## src/rtl/skid_stage_reg.sv

```systemverilog
// Registered valid/ready stage with a 2-entry skid buffer; every port-to-port path is broken by a flop.
// Optional backpressure counter (stall_cnt) is compiled in with SKID_STALL_CNT_EN.
module skid_stage_reg #(
    parameter int unsigned DATA_W      = 8,
    parameter int unsigned STALL_CNT_W = 16
) (
    input  logic              clk,
    input  logic              reset,
    input  logic [DATA_W-1:0] in_data,
    input  logic              in_valid,
    output logic              in_ready,
    output logic [DATA_W-1:0] out_data,
    output logic              out_valid,
    input  logic              out_ready
`ifdef SKID_STALL_CNT_EN
    ,
    output logic [STALL_CNT_W-1:0] stall_cnt
`endif
);

    typedef enum logic [1:0] {
        EMPTY = 2'd0,
        ONE   = 2'd1,
        FULL  = 2'd2
    } state_t;

    state_t            state_q;
    state_t            state_d;
    logic [DATA_W-1:0] main_data_d;
    logic [DATA_W-1:0] skid_data_q;
    logic [DATA_W-1:0] skid_data_d;
    logic              in_fire;
    logic              out_fire;

    assign in_fire  = in_valid & in_ready;
    assign out_fire = out_valid & out_ready;

    // Next-state and data-path selection; data registers load only on a fire.
    always_comb begin
        state_d     = state_q;
        main_data_d = out_data;
        skid_data_d = skid_data_q;
        unique case (state_q)
            EMPTY: begin
                if (in_fire) begin
                    main_data_d = in_data;
                    state_d     = ONE;
                end
            end
            ONE: begin
                if (in_fire && out_fire) begin
                    main_data_d = in_data;
                end else if (in_fire) begin
                    skid_data_d = in_data;
                    state_d     = FULL;
                end else if (out_fire) begin
                    state_d = EMPTY;
                end
            end
            FULL: begin
                if (out_fire) begin
                    main_data_d = skid_data_q;
                    state_d     = ONE;
                end
            end
            default: state_d = EMPTY;
        endcase
    end

    // Handshake outputs are flopped from the next state so out_ready never reaches in_ready.
    always_ff @(posedge clk) begin
        if (reset) begin
            state_q     <= EMPTY;
            out_data    <= '0;
            skid_data_q <= '0;
            out_valid   <= 1'b0;
            in_ready    <= 1'b1;
        end else begin
            state_q     <= state_d;
            out_data    <= main_data_d;
            skid_data_q <= skid_data_d;
            out_valid   <= (state_d != EMPTY);
            in_ready    <= (state_d != FULL);
        end
    end

`ifdef SKID_STALL_CNT_EN
    // Saturating count of cycles the consumer holds off a valid word.
    always_ff @(posedge clk) begin
        if (reset) begin
            stall_cnt <= '0;
        end else if (out_valid && !out_ready && (stall_cnt != {STALL_CNT_W{1'b1}})) begin
            stall_cnt <= stall_cnt + STALL_CNT_W'(1);
        end
    end
`else
    // Counter absent; the width parameter is kept so both builds share one interface.
    if (STALL_CNT_W == 0) begin : g_no_stall_cnt
    end
`endif

endmodule
```

## config.mk

```make
export PLATFORM = sky130hd
export DESIGN_NAME = skid_stage_reg
export DESIGN_NICKNAME = d
export VERILOG_FILES = /design/src/rtl/skid_stage_reg.sv
export SDC_FILE = /design/constraint.sdc
export NUM_CORES = 1
export LEC_CHECK = 0
export CAP_MARGIN = 20
export CORE_ASPECT_RATIO = 0.9
export CORE_MARGIN = 5
export CORE_UTILIZATION = 44
export DETAILED_ROUTE_END_ITERATION = 10
export GPL_ROUTABILITY_DRIVEN = 0
export PLACE_DENSITY = 0.82
export SKIP_CTS_REPAIR_TIMING = 1
export SLEW_MARGIN = 20
export SYNTH_ARGS = -nofsm -noshare
export SYNTH_HDL_FRONTEND = slang
export SYNTH_SLANG_ARGS = --single-unit
```

## constraint.sdc

```tcl
create_clock -name clk -period 1.2 [get_ports clk]
set_input_delay 0.24 -clock clk [delete_from_list [all_inputs] [get_ports clk]]
set_output_delay 0.24 -clock clk [all_outputs]
set_load 0.01 [all_outputs]
```

==> impl_metrics.toml <==
[outcome]
outcome = "complete, but fails checks"
violations = "setup timing"

[logic_synthesis]
ys.warnings.count = 0
syn_area_per_cell_um2 = 10.5
ys_seq_elements = 20
ys_async_sr_fraction_pct = 0
synth_cell_types = 27
ys_seq_area_share_pct = 40.6
synthesis.area_um2 = 986
synth_edf_count = 0
syn_nets = 106
syn_inst = 94
dominantRegCellSynth = "dfxtp_1"

[cells_and_area]
nNetsFinal = 141
final_util_pct = 73.3
finalInstanceArea_um2 = 1580
layout-drive-gt1-share_pct = 44.5
stdcell_count = 155
num_antenna_cells = 0
areaGrowthSynthToFinish_pct = 60.7

[route]
drt_iter0_drc = 14
antenna_left = 0
drt-vias-per-instance = 5.82
firstDrtPassIters = 4
wl_mm = 2.94
post_drt_wl_per_cell_um = 19.0
drc_errors = 0
vias = 902

[floorplan]
start_util_pct = 45.6
die_area_um2 = 3290
die_y_um = 54.9
rows = 16
io_pins = 22
die_x_um = 59.9
core_area_um2 = 2160

[timing]
post-route-period-util_pct = 107
slew_viol_final = 0
setup_slack_ps = -89.7
max_freq_mhz = 775
hold_violations = 0
hold_slack_ps = 377
tightest_slew_ps = 344
rsz0062_at_grt = "true"
finalClockSkew_ps = 0.788
post-route-min-period_ps = 1290
setup_violations = 18
slew_headroom_pct = 77.1

[critical_path]
worst-endpoint-arrival_ps = 1510
ff2ff_path_depth = 5
crit_slowest_cell = "dfxtp_4"
regToRegSetupSlack_ps = -90
cp.required_ps = 1420
r2r_start = "state_q[1]"
end_kind = "flop"
critPathMaxStageDelay_ps = 390
r2r_end = "skid_data_q[6]"
path_class = "reg -> reg"
setup.worst_path.start_class = "flop"
crit_chain = "buf_12, nand3b_1, buf_6, o21ai_1, a21oi_2"
path_max_fanout = 8
crit_family = "flip-flops"
crit_buf_inv = 2

[placed_design]
pre_cts_slack_ps = -507
io_buffers = 21
dp_hpwl_mm = 1.78
dp_cells = 148
dpl_cell_area_um2 = 1280

[hold_path]
hp-start = "in_valid"
hp-class = "in -> reg"
holdPathEnd = "state_q[0]"
hold_depth = 3

[power]
p_switching_uw = 613
clock_power_share_pct = 28.2
p_comb_share_pct = 33.0
powerDensity_nw_per_um2 = 1300
power_frac_seq_pct = 38.7
p_int_uw = 1440
ir_drop_mv = 1.02
swShare_pct = 29.9
leakage_uw = 0.000735

[global_route]
grt_pass1_vias = 829
antenna_found_initial = 0
grt_pass1_wl_mm = 3.79
grtUsageTotal_pct = 15.9
grt_max_degree = 18
globalRoute.totalOverflow = 0

[clock_network]
tritoncts = "built"
clk_transition_reported_paths_ps = 130
cts_root_buffer = "clkbuf_4"
htreeDepth = 1
cts.sinks = 20
cts_buffers = 3
clock_latency_ps = 320
cts_buffer_depth = 2

[flow_run]
maxCapViolations = 0
## flip-flops by register name (all words and copies together) (netlist names)
name         cells
out_valid        1
skid_data_q      8
state_q          2
in_ready         1
out_data         8
## routing by layer
metal	vias to the layer above	share of wire [%]	track usage (%)
met3	6	3.0	1.39
li1	432	-	-
met5	-	0	0
met4	0	2.8	9.96
met1	441	46	20.5
met2	23	48	25.5
## stage by stage
stage / total power (uW) / TNS [ps]
6_report: 2050 / -793
5_1_grt: 2130 / -1590
4_1_cts: 1870 / -4910
3_5_place_dp: 1300 / -8790
3_3_place_gp: 1280 / -7600
2_1_floorplan: 1090 / 0
## power groups by stage
stage                     Clock, uW  Sequential (uW)  Combinational, uW
final                           579              794                678
after global routing            608              801                716
after CTS                       579              778                511
after detailed placement          0              793                510
after global placement            0              789                495
after floorplan                   0              807                287
## logic make-up (layout without fill, tap and decap cells)
| family | after synthesis | after routing | share of synthesized area, % |
|---|---|---|---|
| DFF | 20 | 20 | 40.6 |
| muxes | 8 | 8 | 8.12 |
| AOI/OAI and AO/OA | 40 | 40 | 31.9 |
| buffers and inverters | 8 | 42 | 8.25 |
| and+or+nand+nor | 18 | 18 | 11.2 |
## cells in the mapped netlist, types with 2 or more instances
cell	instances	area, um^2
a211oi_1	11	82.6
a211oi_2	5	62.6
a21oi_1	8	40.0
buf_6	3	33.8
clkbuf_1	2	7.51
dfxtp_1	20	400
mux2i_1	8	80.1
nand2_1	3	11.3
nand3_1	8	40.0
o21ai_0	9	45.0
## worst min-delay path: stages
cell,delay [ps]
dlymetal6s2s_1,150
nand4_1,120
nor4bb_1,150
## layout make-up
| type | instances | area [um^2] |
|---|---|---|
| multi-input combinational | 66 | 631 |
| clock inverter | 1 | 30.0 |
| fill | 131 | 578 |
| tap | 27 | 33.8 |
| sequential | 20 | 413 |
| timing repair buffer | 38 | 454 |
| clock buffer | 3 | 22.5 |
## worst max-delay path by stage
stage                from        endpoint  depth (start not counted)
4_1_cts         out_valid       out_valid                          1
6_report       state_q[1]  skid_data_q[6]                          5
3_5_place_dp    out_ready     out_data[3]                          4
3_3_place_gp    out_ready     out_data[7]                          4
2_1_floorplan  state_q[1]     out_data[0]                          5
5_1_grt        state_q[1]  skid_data_q[6]                          5
## layout by cell type, fill, tap and decap left out, types with 4 or more instances in the layout
cell / Yosys / routed
a21oi_2: 1 / 5
clkdlybuf4s50_1: 0 / 9
nand3_1: 8 / 5
buf_6: 3 / 5
o21ai_2: 0 / 6
dfxtp_1: 20 / 16
a211oi_1: 11 / 4
mux2i_1: 8 / 7
a21oi_1: 8 / 4
buf_12: 1 / 4
a211oi_2: 5 / 9
dlymetal6s2s_1: 0 / 12
buf_4: 0 / 7
Note: power is estimated with default switching activity, not from simulation.
